==> config.mk <==
export PLATFORM = sky130hd
export DESIGN_NAME = piped_adder_accum
export DESIGN_NICKNAME = d
export VERILOG_FILES = /design/src/rtl/piped_adder_accum.sv
export SDC_FILE = /design/constraint.sdc
export NUM_CORES = 1
export LEC_CHECK = 0
export CAP_MARGIN = 20
export CORE_UTILIZATION = 62
export CTS_CLUSTER_SIZE = 12
export DETAILED_ROUTE_END_ITERATION = 8
export GPL_ROUTABILITY_DRIVEN = 0
export GPL_TIMING_DRIVEN = 1
export PLACE_DENSITY_LB_ADDON = 0.15
export SYNTH_ARGS = -nofsm -noshare
export SYNTH_HDL_FRONTEND = slang
export SYNTH_SLANG_ARGS = --single-unit
==> constraint.sdc <==
create_clock -name clk -period 10.7 [get_ports clk]
set_input_delay 3.21 -clock clk [delete_from_list [all_inputs] [get_ports clk]]
set_output_delay 3.21 -clock clk [all_outputs]
set_load 0.02 [all_outputs]
==> src/rtl/piped_adder_accum.sv <==
// piped_adder_accum: integrate-and-dump accumulator placed behind an adder tree.
// Sums dump_len valid samples per period and dumps each sum into a one-deep
// output register with a valid/ready handshake; periods run back to back.
// Optional feature macro: ACCUM_SAT_EN -- saturating accumulate steps and an
// out_sat flag per dump. Without it the accumulator wraps and out_sat stays 0.
module piped_adder_accum #(
  parameter int IN_WIDTH  = 8,
  parameter int ACC_WIDTH = 24,
  parameter int LEN_WIDTH = 16
) (
  input  logic                        clk,
  input  logic                        reset_n,
  input  logic signed [IN_WIDTH-1:0]  in_data,
  input  logic                        in_valid,
  input  logic [LEN_WIDTH-1:0]        dump_len,
  input  logic                        start,
  input  logic                        stop,
  output logic signed [ACC_WIDTH-1:0] out_data,
  output logic                        out_valid,
  input  logic                        out_ready,
  output logic                        out_sat,
  output logic                        overrun,
  output logic                        busy
);

  typedef enum logic {IDLE = 1'b0, RUN = 1'b1} state_e;

  state_e               state_q, state_d;
  logic [ACC_WIDTH-1:0] acc_q, acc_d;
  logic [LEN_WIDTH-1:0] cnt_q, cnt_d;
  logic [LEN_WIDTH-1:0] len_q, len_d;
  logic                 satPeriod_q, satPeriod_d;
  logic [ACC_WIDTH-1:0] outData_q, outData_d;
  logic                 outValid_q, outValid_d;
  logic                 outSat_q, outSat_d;
  logic                 overrun_q, overrun_d;

  logic                 sampleEn;
  logic                 lastSample;
  logic                 loadOut;
  logic                 stepSat;
  logic [ACC_WIDTH-1:0] inExt;
  logic [ACC_WIDTH-1:0] sumNext;
  logic [LEN_WIDTH-1:0] lenLast;

  // A sample counts only while running and when no start/stop is being taken.
  assign inExt      = ACC_WIDTH'(in_data);
  assign lenLast    = len_q - LEN_WIDTH'(1);
  assign sampleEn   = (state_q == RUN) && in_valid && !start && !stop;
  assign lastSample = sampleEn && (cnt_q == lenLast);
  assign loadOut    = lastSample && (!outValid_q || out_ready);

`ifdef ACCUM_SAT_EN
  localparam logic [ACC_WIDTH-1:0] ACC_MAX = {1'b0, {(ACC_WIDTH-1){1'b1}}};
  localparam logic [ACC_WIDTH-1:0] ACC_MIN = {1'b1, {(ACC_WIDTH-1){1'b0}}};
  logic [ACC_WIDTH:0] sumWide;

  // One extra bit exposes signed overflow; clamp toward the overflowed side.
  always_comb begin
    sumWide = {acc_q[ACC_WIDTH-1], acc_q} + {inExt[ACC_WIDTH-1], inExt};
    stepSat = sumWide[ACC_WIDTH] != sumWide[ACC_WIDTH-1];
    sumNext = sumWide[ACC_WIDTH-1:0];
    if (stepSat) begin
      sumNext = sumWide[ACC_WIDTH] ? ACC_MIN : ACC_MAX;
    end
  end
`else
  assign stepSat = 1'b0;
  assign sumNext = acc_q + inExt;
`endif

  // Period control: start restarts everything, stop aborts, the last sample
  // of a period clears the accumulator so the next period follows with no gap.
  always_comb begin
    state_d     = state_q;
    acc_d       = acc_q;
    cnt_d       = cnt_q;
    len_d       = len_q;
    satPeriod_d = satPeriod_q;
    overrun_d   = overrun_q;
    if (start) begin
      state_d     = RUN;
      acc_d       = '0;
      cnt_d       = '0;
      len_d       = (dump_len == '0) ? LEN_WIDTH'(1) : dump_len;
      satPeriod_d = 1'b0;
      overrun_d   = 1'b0;
    end else if (stop && (state_q == RUN)) begin
      state_d     = IDLE;
      acc_d       = '0;
      cnt_d       = '0;
      satPeriod_d = 1'b0;
    end else if (lastSample) begin
      acc_d       = '0;
      cnt_d       = '0;
      satPeriod_d = 1'b0;
      if (!loadOut) begin
        overrun_d = 1'b1;
      end
    end else if (sampleEn) begin
      acc_d       = sumNext;
      cnt_d       = cnt_q + LEN_WIDTH'(1);
      satPeriod_d = satPeriod_q | stepSat;
    end
  end

  // Output slot: load a dump when the slot is free or being drained,
  // otherwise empty it after a handshake.
  always_comb begin
    outData_d  = outData_q;
    outValid_d = outValid_q;
    outSat_d   = outSat_q;
    if (loadOut) begin
      outData_d  = sumNext;
      outValid_d = 1'b1;
      outSat_d   = satPeriod_q | stepSat;
    end else if (outValid_q && out_ready) begin
      outValid_d = 1'b0;
    end
  end

  // State registers with asynchronous active-low reset.
  always_ff @(posedge clk or negedge reset_n) begin
    if (!reset_n) begin
      state_q     <= IDLE;
      acc_q       <= '0;
      cnt_q       <= '0;
      len_q       <= LEN_WIDTH'(1);
      satPeriod_q <= 1'b0;
      outData_q   <= '0;
      outValid_q  <= 1'b0;
      outSat_q    <= 1'b0;
      overrun_q   <= 1'b0;
    end else begin
      state_q     <= state_d;
      acc_q       <= acc_d;
      cnt_q       <= cnt_d;
      len_q       <= len_d;
      satPeriod_q <= satPeriod_d;
      outData_q   <= outData_d;
      outValid_q  <= outValid_d;
      outSat_q    <= outSat_d;
      overrun_q   <= overrun_d;
    end
  end

  assign out_data  = outData_q;
  assign out_valid = outValid_q;
  assign out_sat   = outSat_q;
  assign overrun   = overrun_q;
  assign busy      = (state_q == RUN);

endmodule

* After elaboration in Yosys (flattened, before gate mapping)
Cells that the tools add are included.
** Storage, ports and cells
- Word-level logic and storage cells :: 53
- Output and inout port bits :: 28
- Input bits :: 30
- Memory bits (writable) :: 0
- Memory bits (read-only) :: 0
- Memories :: 0
- Bits in latches :: 0
- Register bits :: 85
** Operators by class
- Muxes and demuxes :: 20
- Multiply operators :: 0
- Div/mod/pow operators :: 0
- Reduce and logical (&&, ||, !) cells :: 18
- Equality and inequality tests :: 3
- Add/sub/neg operators :: 3
- Magnitude comparators :: 0
- Bitwise gates (word level) :: 0
- Shifts and indexed selects :: 0
** Operators with widths (number)
- 24-bit 2-to-1 mux :: 4
- 16-bit 2-to-1 mux :: 5
- 24-bit adder :: 1
- 16-bit by 1-bit adder with 16-bit output, second input constant :: 1
- 16-bit equality test :: 1
- 16-bit logical NOT :: 1
- 16-bit by 1-bit subtractor with 16-bit output, second input constant :: 1
- 1-bit 2-to-1 mux :: 11
- 1-bit logical AND :: 7
- 2-bit nonzero test :: 3
- 2-bit inequality test, second input constant :: 2
- 4-bit nonzero test :: 1
- 1-bit logical NOT :: 3
- 3-bit AND reduction :: 1
- 3-bit nonzero test :: 1
- 1-bit logical OR :: 1

* Longest topological paths before layout
Gate-level depths: netlist of the first run.
- Depth after elaboration :: 9
- Depth in mapped cells :: 12
- Gate-level depth less buffers :: 10

* Worst setup path before layout of the first run
OpenSTA, ideal clock, no wires.
- Path type :: input to register
- Start :: in start
- End :: reg outData_q[10], in the netlist out_data[10]
- Path slack :: 4713 ps
- Library setup time :: 125 ps
- Stages on the path :: 10
- Buffers on the path :: 3
- Data required time :: 10575 ps
- Arrival time :: 5862 ps
- Cells stage by stage :: buf_6 -> nand4b_4 -> or3_1 -> or4b_1 -> or4_1 -> a2111o_1 -> nor2b_2 -> buf_6 -> buf_12 -> mux2_4
** On the way
- Word-level cells in the longest chain between the ends :: 5
** RTL lines
- from (decl) :: line 16 : input logic start,
- 1-bit logical NOT :: line 49 : assign sampleEn = (state_q == RUN) && in_valid && !start && !stop;
- 1-bit logical AND (2 in series) :: line 49
- 1-bit logical AND :: line 50 : assign lastSample = sampleEn && (cnt_q == lenLast);
- 1-bit logical AND :: line 51 : assign loadOut = lastSample && (!outValid_q || out_ready);
- to (signal assigned) :: line 140 : outData_q <= outData_d;
- to (decl) :: line 33 : logic [ACC_WIDTH-1:0] outData_q, outData_d;
No other way between the ends.
A chain may end at the register's enable or synchronous reset.

* Worst setup path in the final report of the first run
- Start :: in start
- End :: reg outData_q[1], in the netlist out_data[1]
Same word-level chain as after synthesis.

==> qor.csv, run 1 <==
metric,value,unit
total grt overflow,0,
"Largest delay share family, worst path",simple AND/OR/NAND/NOR gates,
Post-synth ARST share,100,%
clk buf depth,2,
"FF+latch count, synth",83,
critical path's slowest cell,clkdlybuf4s50_1,
Worst Hold Class,flop to flop,
DR WL met3,474,um
sequential power share,46.9,%
Fin. Hold Viols,0,
Syn Nets,569,
H-tree Lvls,3,
# fillers,599,
Clock Power Share,36.4,%
Root Buffer Master,clkbuf_8,
Final Setup Violations,0,
# IOs,58,
Worst VDD drop,0.000107,V
clk_skew,0.0159,ns
Sink Count,83,
Gate power share,16.7,%
Mapped Area,5230,sq um
CP Max Fanout,24,
Netlist cell types,58,
Final period util,64.7,%
number of synthesized flops with an enable pin,0,
Antenna Cells,0,
TritonCTS clock tree,yes,
Die X-Extent,93.8,um
CP Class,input pin to flop,
Fmax achieved,144,MHz
Post-DP HPWL,8050,um
status,finished clean,
"Slew Viols, Final",0,
die span in y,93.8,um
post-DR wirelength/cell,17.3,um
unrepaired setup endpoints after global routing,false,
Worst Tran Pin Value,0.892,ns
Residual DRC,0,
sw frac,28.0,%
DRT Wirelength,11600,um
Synth-to-Final Area Change,15.8,%
largest net degree at the start of global routing,84,
Int Pwr,0.517,mW
M1 WL,5440,um
Leak Pwr,2.75,nW
Post-Syn Area per Cell,10.2,sq um
die area,8800,sq um
"Seq/Total Area, Yosys",39.8,%
vias per inst,6.21,
Inserted Clock Buffers,9,
clock slew at reported path FFs,0.08,ns
Clock Latency Late Sink,0.35,ns
YS warnings,0,
NumNets Final,617,
CP startpoint kind,input pin,
Initial DRC Count,358,
CP peak stage delay,0.87,ns
net switching power,0.201,mW
total number of vias,4169,
CP Cell Sequence,clkdlybuf4s50_1 > nand4b_4 > or3_1 > or4b_1 > or4_1 > a2111o_1 > nor2b_2 > buf_4 > mux2_2,
vias in the first global route,3977,
setup repair bufs after CTS,0,
total track usage,27.5,%
initial antenna violation count,0,
DR pass1 iterations,4,
WP data required,10.93,ns
IO Port Bufs,56,
Pwr Density,119,nW/um^2
setup TNS,0,ns
max cap viols,0,
crit path time final,6.93,ns
Syn Inst Count,513,
post_cts resized,0,
layout cells sized above 1,12.0,%
"Power, Total",0.718,mW
starting density of the core,63.9,%
Worst Path Arrival,7.16,ns
Bufs and invs on worst path,2,
max_slew headroom,40.3,%
Hold Buf Count CTS,0,
DR top layer,met4,
first-pass GRT wire length,19000,um
ys flop type,dfrtp_1,
FP Rows,33,
crit end category,flop,
Final ANT Viol Nets,0,
core footprint,8180,sq um
DR WL met2,5530,um
[power by group through the flow]
stage	clock [mW]	combinational, mW	sequential (mW)
finish	0.261	0.120	0.337
global route	0.273	0.132	0.338
CTS	0.262	0.118	0.336
detailed placement	0	0.117	0.342
global placement	0	0.112	0.342
floorplan	0	0.0814	0.338
[layer usage]
layer | vias up | track usage (%)
met3 | 19 | 3.40
met1 | 2065 | 38.9
met4 | 0 | 9.36
met2 | 110 | 43.5
li1 | 1975 | -
met5 | - | 0
[cell type report]
cell class,instances,area [sq um],area share (%)
Clock buffer,11,141,2.34
Sequential cell,83,2080,34.3
Timing Repair Buffer,60,608,10.0
Multi-Input combinational cell,388,2940,48.5
Tap cell,105,131,2.17
Inverter,19,71.3,1.18
Clock inverter,5,85.1,1.41
[flip-flops by register name, indices dropped and copies added, names as in the netlist]
| signal | count |
|---|---|
| len_q | 16 |
| busy | 1 |
| out_data | 24 |
| out_valid | 1 |
| acc_q | 24 |
| cnt_q | 16 |
| overrun | 1 |
[worst reg2reg max path: stages (launching register included)]
cell,delay (ns)
dfrtp_1,0.41
inv_1,0.08
ha_1,0.21
nor4b_1,0.58
nand3_1,0.19
xnor2_1,0.21
or4b_1,0.47
or4_1,0.40
a2111o_1,0.44
nor2b_2,0.12
buf_4,0.40
mux2_2,0.40
[cells by family (layout without fill, tap and decap cells)]
group | count (synthesis) | after routing | synth area share, %
multiplexers | 46 | 46 | 11.2
adder cells (fa/ha/maj) | 26 | 26 | 6.37
XOR/XNOR | 38 | 38 | 6.37
other | 1 | 1 | 0.0717
AO/OA/AOI/OAI | 136 | 136 | 17.7
buffers and inverters | 42 | 95 | 4.28
AND/OR/NAND/NOR | 141 | 141 | 14.3
flip-flops | 83 | 83 | 39.8
[cell usage in the layout, fill, tap and decap left out, types with 2 or more instances in the layout]
cell	instances
clkdlybuf4s50_1	55
or2_2	2
dfrtp_1	82
a31oi_1	8
nor3_1	9
nor2b_1	4
nor2_1	29
a22o_1	28
a2111o_1	2
xnor2_1	25
nor4_1	7
inv_1	19
a211o_1	3
a21oi_1	33
ha_1	25
and3_1	15
clkbuf_8	10
a41oi_1	2
o21a_1	5
or3_1	2
a211oi_1	8
a21o_1	10
nand4_1	5
nor4b_1	2
nand2b_1	6
nand2_1	32
nor3b_1	2
o21ai_0	25
o21bai_1	2
mux2_2	18
bufinv_16	2
mux2_4	20
buf_4	4
mux2i_1	8
nand3_1	15
xor2_1	13
[synthesized netlist by cell type (2+ instances only)]
master / number / area [sq um]
o21ai_0: 25 / 125
nor3b_1: 2 / 15.0
a211oi_1: 8 / 60.1
nand3_1: 15 / 75.1
xnor2_1: 25 / 219
o21bai_1: 2 / 15.0
dfrtp_1: 82 / 2050
nor4b_1: 2 / 17.5
a31oi_1: 8 / 50.1
nand4_1: 5 / 31.3
inv_1: 19 / 71.3
mux2_2: 18 / 203
or2_2: 2 / 12.5
a22o_1: 28 / 245
mux2i_1: 8 / 80.1
nor4_1: 7 / 43.8
a211o_1: 3 / 26.3
o21a_1: 5 / 37.5
nor2_1: 30 / 113
buf_12: 2 / 40.0
clkbuf_1: 16 / 60.1
buf_6: 4 / 45.0
nor3_1: 9 / 45.0
or3_1: 2 / 12.5
nand2_1: 32 / 120
a2111o_1: 2 / 22.5
a21o_1: 10 / 75.1
and3_1: 15 / 93.8
ha_1: 25 / 313
xor2_1: 13 / 114
a41oi_1: 2 / 17.5
nand2b_1: 6 / 37.5
nor2b_1: 4 / 25.0
a21oi_1: 34 / 170
mux2_4: 20 / 300
[through the flow]
stage / util (%) / instances / hold slack, ns / instance area (sq um) / setup slack [ns]
after detailed placement: 71.0 / 654 / 0.492 / 5800 / 3.42
after floorplan: - / 513 / 0.470 / 5230 / 4.71
after CTS: 73.7 / 670 / 0.517 / 6030 / 3.77
after global placement: 71.0 / 654 / 0.486 / 5800 / 3.48
after global routing: 74.1 / 671 / 0.530 / 6050 / 3.63
final: 74.1 / 671 / 0.516 / 6050 / 3.77
[worst paths after layout]
check | depth (start not counted) | endpoint | start | slack (ns)
worst max-delay path | 9 | out_data[1]$_DFFE_PN0P_ | start | 3.77
worst min-delay path | 2 | out_valid$_DFFE_PN0P_ | out_valid$_DFFE_PN0P_ | 0.52
worst max register to register | 11 | out_data[1]$_DFFE_PN0P_ | len_q[1]$_DFFE_PN0P_ | 6.67
worst min register to register | 2 | out_valid$_DFFE_PN0P_ | out_valid$_DFFE_PN0P_ | 0.52
max in group asynchronous | 2 | len_q[0]$_DFFE_PN1P_ | reset_n | 7.29
min in group asynchronous | 1 | out_data[18]$_DFFE_PN0P_ | reset_n | 2.77
(Power assumes the default switching activity.)
==> run 2, diff against run 1 <==
Settings changed: CORE_UTILIZATION 62 to 52.
Clock period 10.7 ns to 5.8 ns, I/O delays scaled along.
==> qor.csv, run 2 (synthesized netlist as in run 1, its figures left out) <==
metric,value,unit,change
Synth-to-Final Area Change,16.5,%,was 15.8%
die area,10500,sq um,was 8800 sq um
total number of vias,3996,,was 4169
"Slew Viols, Final",0,,unchanged
vias in the first global route,3680,,was 3977
# IOs,58,,unchanged
CP Class,input pin to flop,,unchanged
setup repair bufs after CTS,0,,unchanged
initial antenna violation count,0,,unchanged
Fin. Hold Viols,0,,unchanged
Worst Hold Class,flop to flop,,unchanged
WP data required,6.06,ns,was 10.93 ns
post-DR wirelength/cell,15.8,um,was 17.3 um
Pwr Density,207,nW/um^2,was 119 nW/um^2
starting density of the core,53.5,%,was 63.9%
"Core Util, Final",62.3,%,was 74.1%
cell area after layout,6090,sq um,was 6050 sq um
post_cts resized,0,,unchanged
max cap viols,0,,unchanged
Antenna Cells,0,,unchanged
DR pass1 iterations,4,,unchanged
crit end category,flop,,unchanged
Post-DP HPWL,7720,um,was 8050 um
most frequent cells in the layout,"dfrtp_1, clkdlybuf4s50_1, a21oi_1, nand2_1, nor2_1",,unchanged
critical path's slowest cell,or4b_1,,was clkdlybuf4s50_1
layout cells sized above 1,12.3,%,was 12.0%
# fillers,826,,was 599
Final Setup Violations,0,,unchanged
Final ANT Viol Nets,0,,unchanged
clk_skew,0.00554,ns,was 0.0159 ns
Worst VDD drop,0.000105,V,was 0.000107 V
Fin Hold WS,0.508,ns,was 0.516 ns
Bufs and invs on worst path,3,,was 2
max_slew headroom,30.9,%,was 40.3%
Gate power share,17.3,%,was 16.7%
NumNets Final,619,,was 617
status,finished clean,,unchanged
Worst Path Arrival,5.03,ns,was 7.16 ns
area of the multi-input gates,2940,sq um,about the same
vias per inst,5.70,,was 6.21
Worst Tran Pin Value,1.03,ns,was 0.892 ns
Inserted Clock Buffers,9,,unchanged
Fmax achieved,210,MHz,
"commonest non-fill, non-tap cell in the layout",dfrtp_1,,unchanged
Hold Buf Count CTS,0,,unchanged
"Largest delay share family, worst path",simple AND/OR/NAND/NOR gates,,unchanged
first-pass GRT wire length,17700,um,was 19000 um
Sink Count,83,,unchanged
register area,2080,sq um,unchanged
total track usage,22.2,%,was 27.5%
unrepaired setup endpoints after global routing,false,,unchanged
sw frac,28.3,%,was 28.0%
CP Max Fanout,24,,unchanged
largest net degree at the start of global routing,84,,unchanged
IO Port Bufs,56,,unchanged
H-tree Lvls,3,,unchanged
met1 capacity usage during global routing,30.2,%,was 38.9%
Clock Power Share,33.5,%,was 36.4%
FP Rows,36,,was 33
CP peak stage delay,0.53,ns,was 0.87 ns
met3 usage,4.99,%,was 3.40%
total grt overflow,0,,unchanged
area post-placement,5870,sq um,was 5800 sq um
crit path time final,4.77,ns,
Initial DRC Count,185,,was 358
sequential power share,49.2,%,was 46.9%
core footprint,9770,sq um,was 8180 sq um
TritonCTS clock tree,yes,,unchanged
DRT Wirelength,11100,um,was 11600 um
GRT busiest layer,met2,,unchanged
Clock Latency Late Sink,0.37,ns,was 0.35 ns
Die X-Extent,102,um,was 93.8 um
Final period util,82.2,%,
clk buf depth,2,,unchanged
CP startpoint kind,input pin,,unchanged
die span in y,102,um,was 93.8 um
met2 Use GR,34.7,%,was 43.5%
Leak Pwr,2.76,nW,was 2.75 nW
Root Buffer Master,clkbuf_8,,unchanged
setup TNS,0,ns,unchanged
CP Cell Sequence,clkdlybuf4s50_1 > inv_1 > nand4b_4 > or3_1 > or4b_1 > or4_1 > a2111o_1 > nor2b_4 > buf_12 > mux2_2,,was clkdlybuf4s50_1 > nand4b_4 > or3_1 > or4b_1 > or4_1 > a2111o_1 > nor2b_2 > buf_4 > mux2_2
clock slew at reported path FFs,0.08,ns,about the same
Residual DRC,0,,unchanged
Int Pwr,0.905,mW,was 0.517 mW
net switching power,0.356,mW,was 0.201 mW
[run 2: changes by cell type in the layout (fill, tap and decap cells not counted)]
cell,previous run,this run
buf_12,0,1
bufinv_16,2,1
nor2b_2,1,0
clkinv_4,1,0
inv_6,1,0
clkinv_2,0,3
buf_4,4,5
nor2b_4,0,1
[run 2: layout make-up]
type / count / area share [%]
timing repair buffer: 62 / 10.4
clock buffer: 11 / 2.32
inverter: 19 / 1.17
multi-input combinational: 388 / 48.3
sequential: 83 / 34.1
clock inverter: 5 / 0.863
tap: 133 / 2.73
[run 2: worst reg2reg max path: stages, from the launching register on]
cell and delay (ns):
dfrtp_1 0.41, inv_1 0.08, ha_1 0.22, nor4b_1 0.59, nand3_1 0.18, xnor2_1 0.20
or4b_1 0.48, or4_1 0.42, a2111o_1 0.48, nor2b_4 0.16, buf_12 0.22, mux2_2 0.38
[run 2: worst paths after layout]
path	cells after the start	end	slack [ns]	from
worst max register to register	11	out_data[0]$_DFFE_PN0P_	1.88	len_q[1]$_DFFE_PN0P_
max in group asynchronous	2	len_q[12]$_DFFE_PN0P_	3.90	reset_n
worst min-delay path	1	acc_q[3]$_DFFE_PN0P_	0.51	acc_q[3]$_DFFE_PN0P_
worst min register to register	1	acc_q[3]$_DFFE_PN0P_	0.51	acc_q[3]$_DFFE_PN0P_
min in group asynchronous	1	out_data[18]$_DFFE_PN0P_	1.29	reset_n
worst max-delay path	10	out_data[0]$_DFFE_PN0P_	1.03	stop
[run 2: power by group through the flow]
stage          logic, mW  clock network, mW  registers (mW)
2_1_floorplan      0.150                  0           0.624
3_3_place_gp       0.209                  0           0.631
3_5_place_dp       0.214                  0           0.632
4_1_cts            0.216              0.432           0.620
5_1_grt            0.241              0.452           0.623
6_report           0.218              0.423           0.620
[run 2: per-layer routing]
metal	vias up	routed length [um]
met2	72	5180
met4	0	183
li1	1979	-
met5	-	0
met3	15	473
met1	1930	5270
[run 2: metrics by stage]
stage	setup WS (ns)	total power, mW	std cells
3_3_place_gp	0.743	0.840	684
6_report	1.03	1.26	701
5_1_grt	0.929	1.32	701
2_1_floorplan	1.28	0.774	513
4_1_cts	1.04	1.27	700
3_5_place_dp	0.665	0.846	684
==> run 3, diff against run 2 <==
Clock period 5.8 ns to 4.1 ns, I/O delays scaled along.
==> qor.csv, run 3 (synthesized netlist as in run 1, its figures left out) <==
metric,value,unit,change
Final period util,98.0,%,
initial antenna violation count,0,,unchanged
Initial DRC Count,191,,was 185
DR pass1 iterations,4,,unchanged
Synth-to-Final Area Change,20.9,%,was 16.5%
max cap viols,0,,unchanged
clk_skew,0.00858,ns,was 0.00554 ns
crit end category,flop,,unchanged
vias per inst,5.83,,was 5.70
most frequent cells in the layout,"dfrtp_1, clkdlybuf4s50_1, a21oi_1, nand2_1, nor2_1",,unchanged
H-tree Lvls,3,,unchanged
total number of vias,4178,,was 3996
# fillers,828,,was 826
CP startpoint kind,input pin,,unchanged
TritonCTS clock tree,yes,,unchanged
critical path's slowest cell,or4b_1,,unchanged
max_slew headroom,51.7,%,was 30.9%
crit path time final,4.02,ns,
Residual DRC,0,,unchanged
largest net degree at the start of global routing,84,,unchanged
first-pass GRT wire length,19600,um,was 17700 um
die span in y,102,um,unchanged
CP Cell Sequence,dlygate4sd2_1 > inv_2 > nand4b_4 > or3_1 > or4b_1 > or4_1 > a2111o_1 > nor2b_4 > buf_12 > bufbuf_16 > mux2_4,,was clkdlybuf4s50_1 > inv_1 > nand4b_4 > or3_1 > or4b_1 > or4_1 > a2111o_1 > nor2b_4 > buf_12 > mux2_2
layout cells sized above 1,15.1,%,was 12.3%
Inserted Clock Buffers,9,,unchanged
"Power, Total",1.92,mW,was 1.26 mW
Post-DP HPWL,8070,um,was 7720 um
Worst Hold Class,flop to flop,,unchanged
"Slew Viols, Final",0,,unchanged
DRT Wirelength,11600,um,was 11100 um
Final ANT Viol Nets,0,,unchanged
register area,2080,sq um,unchanged
post-DR wirelength/cell,16.2,um,was 15.8 um
area of the multi-input gates,2940,sq um,unchanged
CP peak stage delay,0.54,ns,was 0.53 ns
starting density of the core,53.5,%,unchanged
Worst Path Arrival,4.27,ns,was 5.03 ns
NumNets Final,635,,was 619
Die X-Extent,102,um,unchanged
Leak Pwr,2.88,nW,was 2.76 nW
clk buf depth,2,,unchanged
Cells after DPL,697,,was 684
area post-placement,5970,sq um,was 5870 sq um
Clock Latency Late Sink,0.37,ns,about the same
WP data required,4.35,ns,was 6.06 ns
vias in the first global route,4178,,was 3680
CP Class,input pin to flop,,unchanged
CP Max Fanout,4,,was 24
# IOs,58,,unchanged
FP Rows,36,,unchanged
die area,10500,sq um,unchanged
core footprint,9770,sq um,unchanged
Antenna Cells,0,,unchanged
Pwr Density,304,nW/um^2,was 207 nW/um^2
Worst Tran Pin Value,0.718,ns,was 1.03 ns
Sink Count,83,,unchanged
Fin. Hold Viols,0,,unchanged
unrepaired setup endpoints after global routing,false,,unchanged
"Largest delay share family, worst path",simple AND/OR/NAND/NOR gates,,unchanged
IO Port Bufs,56,,unchanged
Fmax achieved,249,MHz,
clock slew at reported path FFs,0.08,ns,about the same
Final Setup Violations,0,,unchanged
Layout Cells excl Fill,717,,was 701
Bufs and invs on worst path,4,,was 3
status,finished clean,,unchanged
Worst VDD drop,0.000184,V,was 0.000105 V
Root Buffer Master,clkbuf_8,,unchanged
Hold Buf Count CTS,0,,unchanged
cell area after layout,6320,sq um,was 6090 sq um
"commonest non-fill, non-tap cell in the layout",dfrtp_1,,unchanged
total grt overflow,0,,unchanged
total track usage,24.2,%,was 22.2%
[run 3: changes by cell type in the layout (fill, tap and decap cells not counted)]
| cell | change |
|---|---|
| buf_4 | +12 |
| bufinv_16 | +2 |
| bufbuf_16 | +1 |
| clkdlybuf4s50_1 | -3 |
| inv_1 | -1 |
| inv_6 | +1 |
| buf_6 | +1 |
| buf_16 | +1 |
| dlygate4sd2_1 | +3 |
| buf_12 | +1 |
| clkbuf_1 | -1 |
| inv_2 | +1 |
| clkinv_2 | -2 |
[run 3: per-layer routing]
metal	wire length [um]	vias up	share of wire [%]	track usage (%)
li1	-	2012	-	-
met1	5410	2079	46	32.6
met2	5620	76	48	40.1
met3	467	11	4.0	3.69
met4	150	0	1.3	7.47
met5	0	-	0	0
[run 3: timing repair]
action | 4_1_cts | 5_1_grt
endpoints found under the setup margin | 24 | 0
resized for setup | 6 | 0
setup buffers | 1 | 0
[run 3: final timing paths]
path                                 startpoint                  endpoint  slack (ns)  depth (start not counted)
hold reg to reg            acc_q[9]$_DFFE_PN0P_      acc_q[9]$_DFFE_PN0P_        0.51                          1
setup reg to reg           len_q[1]$_DFFE_PN0P_   out_data[8]$_DFFE_PN0P_        0.28                         12
hold / removal             acc_q[9]$_DFFE_PN0P_      acc_q[9]$_DFFE_PN0P_        0.51                          1
setup / recovery                           stop   out_data[8]$_DFFE_PN0P_        0.08                         11
max in group asynchronous               reset_n      len_q[0]$_DFFE_PN1P_        2.70                          2
min in group asynchronous               reset_n  out_data[18]$_DFFE_PN0P_        0.78                          1
[run 3: through the flow]
stage / hold WS (ns) / TNS (ns) / setup slack, ns / util, %
detailed placement: 0.489 / -11.01 / -0.490 / 61.0
global placement: 0.488 / -8.81 / -0.402 / 61.0
global route: 0.535 / 0 / 0.00537 / 64.7
floorplan: 0.470 / 0 / 0.0930 / -
finish: 0.514 / 0 / 0.0813 / 64.7
CTS: 0.516 / 0 / 0.0850 / 64.4
[run 3: power breakdown]
part	total (mW)	internal, mW	switching (mW)
registers	0.878	0.845	0.0334
logic	0.317	0.145	0.172
clock network	0.729	0.422	0.307
total	1.92	1.41	0.512
[run 3: final cells by class]
type | count | share of cell area (%)
clock inverter | 6 | 1.76
multi-input combinational | 388 | 46.6
tap | 133 | 2.63
sequential | 83 | 32.9
clock buffer | 10 | 2.18
timing repair buffer | 78 | 12.9
inverter | 19 | 1.13
